[src/rtl/rom_fetch_unit.sv]
// Sequential program-ROM reader: drives the ROM address, absorbs the one-cycle
// read latency and buffers {byte, pc} pairs in a prefetch FIFO for decode.
module rom_fetch_unit #(
  parameter int                   AddrWidth   = 8,
  parameter int                   FifoDepth   = 4,
  parameter logic [AddrWidth-1:0] ResetVector = 8'h00
) (
  input  logic                 CLK,
  input  logic                 RESET,
  output logic [AddrWidth-1:0] ROM_ADDRESS,
  input  logic [7:0]           ROM_DATA,
  input  logic                 REDIRECT,
  input  logic [AddrWidth-1:0] REDIRECT_ADDR,
  output logic [7:0]           BYTE_OUT,
  output logic [AddrWidth-1:0] BYTE_PC,
  output logic                 BYTE_VALID,
  input  logic                 BYTE_READY
);

  localparam int PtrW = $clog2(FifoDepth);
  localparam int CntW = PtrW + 1;
  localparam logic [CntW:0] DepthV = (CntW + 1)'(FifoDepth);

  logic [AddrWidth-1:0] pc_r;
  logic                 infl_r;
  logic [AddrWidth-1:0] infl_pc_r;
  logic [7:0]           mem_byte_r [FifoDepth];
  logic [AddrWidth-1:0] mem_pc_r   [FifoDepth];
  logic [PtrW-1:0]      rd_ptr_r;
  logic [PtrW-1:0]      wr_ptr_r;
  logic [CntW-1:0]      count_r;

  logic                 issue_s;
  logic                 push_s;
  logic                 pop_s;
  logic [CntW-1:0]      count_nxt_s;

  // Issue decision looks only at registered occupancy; a same-cycle pop is not credited.
  always_comb begin
    issue_s     = 1'b0;
    push_s      = infl_r;
    pop_s       = 1'b0;
    count_nxt_s = count_r;
    if (({1'b0, count_r} + {{CntW{1'b0}}, infl_r}) < DepthV) begin
      issue_s = 1'b1;
    end else begin
      issue_s = 1'b0;
    end
    if ((count_r != {CntW{1'b0}}) && BYTE_READY) begin
      pop_s = 1'b1;
    end else begin
      pop_s = 1'b0;
    end
    case ({push_s, pop_s})
      2'b10:   count_nxt_s = count_r + CntW'(1'b1);
      2'b01:   count_nxt_s = count_r - CntW'(1'b1);
      default: count_nxt_s = count_r;
    endcase
  end

  // Fetch PC, in-flight tracking and FIFO state; redirect overrides everything else.
  always_ff @(posedge CLK or posedge RESET) begin
    if (RESET) begin
      pc_r      <= ResetVector;
      infl_r    <= 1'b0;
      infl_pc_r <= {AddrWidth{1'b0}};
      rd_ptr_r  <= {PtrW{1'b0}};
      wr_ptr_r  <= {PtrW{1'b0}};
      count_r   <= {CntW{1'b0}};
      for (int i = 0; i < FifoDepth; i++) begin
        mem_byte_r[i] <= 8'h00;
        mem_pc_r[i]   <= {AddrWidth{1'b0}};
      end
    end else if (REDIRECT) begin
      pc_r     <= REDIRECT_ADDR;
      infl_r   <= 1'b0;
      rd_ptr_r <= {PtrW{1'b0}};
      wr_ptr_r <= {PtrW{1'b0}};
      count_r  <= {CntW{1'b0}};
    end else begin
      if (issue_s) begin
        infl_r    <= 1'b1;
        infl_pc_r <= pc_r;
        pc_r      <= pc_r + {{(AddrWidth-1){1'b0}}, 1'b1};
      end else begin
        infl_r    <= 1'b0;
      end
      if (push_s) begin
        mem_byte_r[wr_ptr_r] <= ROM_DATA;
        mem_pc_r[wr_ptr_r]   <= infl_pc_r;
        wr_ptr_r             <= wr_ptr_r + PtrW'(1'b1);
      end
      if (pop_s) begin
        rd_ptr_r <= rd_ptr_r + PtrW'(1'b1);
      end
      count_r <= count_nxt_s;
    end
  end

  // Head of FIFO is shown straight from storage; only BYTE_VALID qualifies it.
  always_comb begin
    ROM_ADDRESS = pc_r;
    BYTE_OUT    = mem_byte_r[rd_ptr_r];
    BYTE_PC     = mem_pc_r[rd_ptr_r];
    BYTE_VALID  = (count_r != {CntW{1'b0}});
  end

endmodule
[config.mk]
export PLATFORM = sky130hd
export DESIGN_NAME = rom_fetch_unit
export DESIGN_NICKNAME = d
export VERILOG_FILES = /design/src/rtl/rom_fetch_unit.sv
export SDC_FILE = /design/constraint.sdc
export NUM_CORES = 1
export LEC_CHECK = 0
export ABC_CLOCK_PERIOD_IN_PS = 6200
export CORE_ASPECT_RATIO = 2
export CORE_MARGIN = 2
export CORE_UTILIZATION = 30
export CTS_BUF_LIST = sky130_fd_sc_hd__clkbuf_8
export CTS_CLUSTER_SIZE = 28
export DETAILED_ROUTE_END_ITERATION = 10
export PLACE_DENSITY_LB_ADDON = 0.08
export SYNTH_ARGS = -nofsm -noshare
export SYNTH_HDL_FRONTEND = slang
export SYNTH_SLANG_ARGS = --single-unit
[constraint.sdc]
create_clock -name CLK -period 6.2 [get_ports CLK]
set_input_delay 0.93 -clock CLK [delete_from_list [all_inputs] [get_ports CLK]]
set_output_delay 0.93 -clock CLK [all_outputs]
set_load 0.01 [all_outputs]
==> metrics.cfg, run 1 <==
[status]
status = finished clean

[clocking]
cts_buffers = 9
clk_latency_ns = 0.36
cts_root_buf = clkbuf_8
cts_sinks = 88
cts_resized = 0
clock_path_buffers = 2
cts_hold_buf = 0
cts_tree = yes
clkTransAtPathRegs_ns = 0.08
cts-htree-levels = 3
cts_setup_buffers = 0

[sta]
hold_violations = 0
fmax_mhz = 294
tightest_slew_ns = 1.12
slew_headroom = 0.252
finalSetupTns_ns = 0
finalClockSkew_ns = 0.0108
setup_viol = 0
period_share = 0.549
post-route-min-period_ns = 3.41
rsz0062_at_grt = false
drv_slew = 0

[synthesis]
yosysSeqAreaShare = 0.545
postSynthCellCount = 276
yosysWarnings = 0
synth.distinct_cells = 38
synth-seq-cells = 88
syn_area_per_cell_um2 = 14.6
synth.cell_area_um2 = 4040
syn_nets = 302

[critical_path]
start_kind = flip-flop
end_kind = output port
critPathKind = flip-flop to output port
arrival_ns = 2.48
critPathMaxFanout = 10
cp.required_ns = 5.27

[global_route]
antenna_found_initial = 0
grt_pass1_wl_um = 14200
grt_overflow = 0
grt_max_degree = 89
grt_pass1_vias = 2639
track_usage = 0.128

[finish]
diodes = 0
multi_input_comb_area_um2 = 1730
final_util = 0.366
fin_nets = 344
fill_cells = 1284
seq_area_um2 = 2200
drive_gt1_frac = 0.362
syn_to_final_growth_pct = 20.3

[place]
globalplace.congestion = 0.748
portBuffers = 44
dp.final_hpwl_um = 5710

[detailed_routing]
drt_iter0_markers = 50
wl_um = 8710
vias = 2427
antenna_left = 0
drt_pass1_iterations = 4
drt-wirelength-per-cell_um = 18.2
viasPerCell = 5.08
drc_errors = 0

[pwr]
leakagePower_nw = 2.04
p_per_area_nw_per_um2 = 490
vdd_ir_drop_max_mv = 0.200

[floorplan]
io_pins = 45
dieArea_um2 = 14500
die_x_um = 86.1
start_util = 0.304
fp-row-count = 60
coreArea_um2 = 13300
dieHeight_um = 168

[hold_path]
hold_path.class = flip-flop to flip-flop

[flow_run]
maxCapViolCount = 0

per-stage QoR:
stage | worst slack [ns] | area [um^2] | hold slack, ns | total power [mW] | std cells
6_report | 2.79 | 4860 | 0.507 | 2.38 | 478
5_1_grt | 2.61 | 4860 | 0.525 | 2.54 | 478
4_1_cts | 2.70 | 4860 | 0.510 | 2.42 | 478
3_5_place_dp | 3.07 | 4610 | 0.490 | 1.92 | 462
3_3_place_gp | 3.11 | 4610 | 0.482 | 1.89 | 462
2_1_floorplan | 2.99 | 4040 | 0.474 | 1.56 | 276
logic make-up (layout without fill, tap and decap cells):
kind of cell             count (synthesis)  count (layout)  share of synthesized area
multiplexers                            92              92                      0.300
AO/OA/AOI/OAI                           21              21                     0.0384
AND/OR/NAND/NOR                         43              43                     0.0591
XOR/XNOR                                 5               5                     0.0108
buffers and inverters                   21              68                     0.0263
flip-flops                              88              88                      0.545
adder cells (fa/ha/maj)                  6               6                     0.0204
power by group:
part | switching, mW | leakage (nW) | total, mW | internal (mW)
combinational | 0.303 | 0.827 | 0.866 | 0.563
sequential | 0.202 | 1.09 | 1.02 | 0.821
clock | 0.204 | 0.126 | 0.493 | 0.289
final timing paths:
path | slack (ns) | cells past startpoint | from | endpoint
worst max-delay path | 2.79 | 3 | rd_ptr_r[0]$_DFFE_PP0P_ | BYTE_PC[4]
worst min-delay path | 0.51 | 1 | mem_pc_r[18]$_DFFE_PP0P_ | mem_pc_r[18]$_DFFE_PP0P_
worst max register to register | 3.75 | 6 | count_r[0]$_DFFE_PP0P_ | count_r[2]$_DFFE_PP0P_
worst min register to register | 0.51 | 1 | mem_pc_r[18]$_DFFE_PP0P_ | mem_pc_r[18]$_DFFE_PP0P_
max in group asynchronous | 4.26 | 3 | RESET | ROM_ADDRESS[1]$_DFFE_PP0P_
min in group asynchronous | 1.24 | 3 | RESET | mem_byte_r[3]$_DFFE_PP0P_
per-layer routing:
metal  vias up  share of wire  global-route usage
met5         -              0                   0
met3         9          0.030              0.0294
met1      1275           0.45               0.164
met4         0          0.016              0.0469
met2        43           0.51               0.211
li1       1100              -                   -
state kept, by name, indices dropped and copies added (netlist names):
register	count
infl_r	1
mem_byte_r	32
count_r	3
rd_ptr_r	2
ROM_ADDRESS	8
wr_ptr_r	2
infl_pc_r	8
mem_pc_r	32
critical path, stage by stage, from the launching register on:
cell	delay (ns)
dfrtp_1	0.73
buf_4	0.35
mux4_2	0.55
clkdlybuf4s50_1	0.49
area by class of cell:
cell class	instances	share of cell area
sequential	88	0.453
clock inverter	5	0.0211
timing repair buffer	46	0.0937
clock buffer	11	0.0311
multi-input combinational	167	0.356
inverter	6	0.00489
tap	155	0.0399
cell usage in the layout, fill, tap and decap left out, types with 2 or more instances in the layout:
cell and n:
clkbuf_8 11, inv_1 5, or3_1 6, xnor2_1 3
mux2_2 73, mux4_2 16, o211ai_1 2, buf_4 2
nand3_1 3, mux2i_1 3, nor2_1 12, clkinv_2 2
o31ai_1 3, bufinv_16 3, ha_1 5, nor2b_1 2
dfrtp_1 88, o21ai_0 5, a31oi_1 6, clkdlybuf4s50_1 44
xor2_1 2, nand2_1 6, nand2_2 4, or4_1 2
cell usage after synthesis, drive strengths merged:
| master | count | area (um^2) |
|---|---|---|
| o31ai | 4 | 43.8 |
| fa | 1 | 20.0 |
| mux2 | 73 | 822 |
| mux4 | 16 | 360 |
| o21ai | 5 | 25.0 |
| nor2 | 13 | 56.3 |
| buf | 11 | 68.8 |
| o311ai | 1 | 8.76 |
| clkbuf | 4 | 15.0 |
| nand2 | 10 | 47.5 |
| a31o | 1 | 8.76 |
| a22oi | 1 | 7.51 |
| nand4b | 1 | 8.76 |
| ha | 5 | 62.6 |
| nand4 | 1 | 6.26 |
| or3 | 6 | 37.5 |
| o2111ai | 1 | 8.76 |
| xor2 | 2 | 17.5 |
| xnor2 | 3 | 26.3 |
| inv | 6 | 22.5 |
| or4b | 1 | 10.0 |
| nor2b | 3 | 21.3 |
| nand3 | 3 | 15.0 |
| and3 | 1 | 6.26 |
| nor3b | 1 | 7.51 |
| mux2i | 3 | 30.0 |
| or4 | 2 | 15.0 |
| o211ai | 2 | 15.0 |
| a31oi | 6 | 37.5 |
| dfrtp | 88 | 2200 |
| nand3b | 1 | 7.51 |
No activity file was read; power rests on OpenSTA's default activity.
==> run 2: changes to the inputs <==
- ABC_CLOCK_PERIOD_IN_PS: 6200 -> 3100
- clock period: 6.2 -> 3.1 ns (I/O delays scaled with it)
==> run 2 against run 1 <==
  * Global-route usage is 0.83 points higher
  * Via count is 0.78% higher
  * Register-to-register slack worse by 3.0 ns
  * Cell count is 0.63% higher
  * Sequential power is 97% higher
  * Non-clock buffer count is 3 higher
  * Routed wire length is 3.8% higher
  * Total power is 94% higher
  * Worst hold slack worse by 0.0017 ns
  * Flip-flop and latch count stayed put
  * Critical path depth stayed put
  * First-iteration DRC count is 80% higher
  * Largest power group unchanged
==> metrics.cfg, run 2 (synthesis results as in run 1) <==
[detailed_routing]
drc_errors = 0
antenna_left = 0
viasPerCell = 5.09
vias = 2446
wl_um = 9030
drt_iter0_markers = 90
drt-wirelength-per-cell_um = 18.8
drt_pass1_iterations = 4

[sta]
hold_violations = 0
setup_viol = 0
finalSetupTns_ns = 0
slew_headroom = 0.519
finalClockSkew_ns = 0.0124
post-route-min-period_ns = 2.68
worst_slack_ns = 0.425
drv_slew = 0
tightest_slew_ns = 0.720
fmax_mhz = 374
period_share = 0.863
hold_ws_ns = 0.505
rsz0062_at_grt = false

[global_route]
grt_overflow = 0
use_met2 = 0.234
grt_pass1_vias = 2734
grt_util_met1 = 0.167
track_usage = 0.137
antenna_found_initial = 0
grt.met3_usage = 0.0294
grt_pass1_wl_um = 15000
grt_max_degree = 49
busiest_layer = met2

[floorplan]
dieHeight_um = 168
fp-row-count = 60
dieArea_um2 = 14500
io_pins = 45
coreArea_um2 = 13300
die_x_um = 86.1
start_util = 0.304

[finish]
top_regs = mem_byte_r: 32 flops, mem_pc_r: 32 flops
final_util = 0.365
fin_nets = 347
syn_to_final_growth_pct = 20.0
diodes = 0
fin_area_um2 = 4850
final_common_cell = dfrtp_1
drive_gt1_frac = 0.368
layout_common_cells = dfrtp_1, mux2_2, clkdlybuf4s50_1

[clocking]
cts-htree-levels = 3
cts_resized = 0
cts_buffers = 9
cts_tree = yes
clkTransAtPathRegs_ns = 0.09
clock_path_buffers = 2
cts_hold_buf = 0
cts_setup_buffers = 0
clk_latency_ns = 0.36
cts_root_buf = clkbuf_8
cts_sinks = 88

[pwr]
p_per_area_nw_per_um2 = 955
vdd_ir_drop_max_mv = 0.381
leakagePower_nw = 2.03

[place]
postPlaceCellArea_um2 = 4640
dp.final_hpwl_um = 5950
portBuffers = 44
globalplace.congestion = 0.752
dpl_worst_slack_ns = 0.559

[hold_path]
hold_path.class = flip-flop to flip-flop

[critical_path]
end_kind = output port
cp.required_ns = 2.63
start_kind = flip-flop
arrival_ns = 2.21
critPathKind = flip-flop to output port
critPathMaxFanout = 16

[flow_run]
maxCapViolCount = 0

[status]
status = finished clean

[run 2: cell count changes in the layout (fill, tap and decap cells not counted), sizes merged]
cell and change:
buf +3, bufinv -2, clkinv +1, clkinvlp +1
[run 2: path summary, 6_finish.rpt]
check,from,slack [ns],end,cells past startpoint
min in group asynchronous,RESET,0.52,mem_byte_r[11]$_DFFE_PP0P_,2
max in group asynchronous,RESET,1.87,mem_pc_r[31]$_DFFE_PP0P_,3
min,mem_pc_r[11]$_DFFE_PP0P_,0.50,mem_pc_r[11]$_DFFE_PP0P_,1
min reg2reg,mem_pc_r[11]$_DFFE_PP0P_,0.50,mem_pc_r[11]$_DFFE_PP0P_,1
max reg2reg,count_r[0]$_DFFE_PP0P_,0.71,count_r[2]$_DFFE_PP0P_,6
max,rd_ptr_r[0]$_DFFE_PP0P_,0.42,BYTE_PC[0],3
[run 2: per-layer routing]
| layer | vias to the layer above | wire, um | part of all wire |
|---|---|---|---|
| li1 | 1105 | - | - |
| met1 | 1288 | 3760 | 0.42 |
| met2 | 43 | 4870 | 0.54 |
| met3 | 10 | 247 | 0.027 |
| met4 | 0 | 155 | 0.017 |
| met5 | - | 0 | 0 |
[run 2: where the power goes]
group / total (mW) / switching [mW] / internal, mW
Combinational: 1.79 / 0.661 / 1.13
Clock: 0.823 / 0.409 / 0.414
Sequential: 2.01 / 0.369 / 1.64
Total: 4.63 / 1.44 / 3.19
[run 2: layout make-up]
| class | count | area, um^2 |
|---|---|---|
| clock buffers | 11 | 151 |
| clock inverters | 5 | 55.1 |
| fillers | 1272 | 8440 |
| inverters | 6 | 23.8 |
| multi-input cells | 167 | 1730 |
| flip-flops and latches | 88 | 2200 |
| well taps | 155 | 194 |
| repair buffers | 49 | 490 |
[run 2: critical path: stages, from the launching register on]
cell and delay, ns:
dfrtp_1 0.39, buf_4 0.37, mux4_2 0.58, clkdlybuf4s50_1 0.50
[run 2: stage by stage]
stage | cells | power (mW)
2_1_floorplan | 276 | 3.11
3_3_place_gp | 465 | 3.79
3_5_place_dp | 465 | 3.87
4_1_cts | 481 | 4.71
5_1_grt | 481 | 4.96
6_report | 481 | 4.63
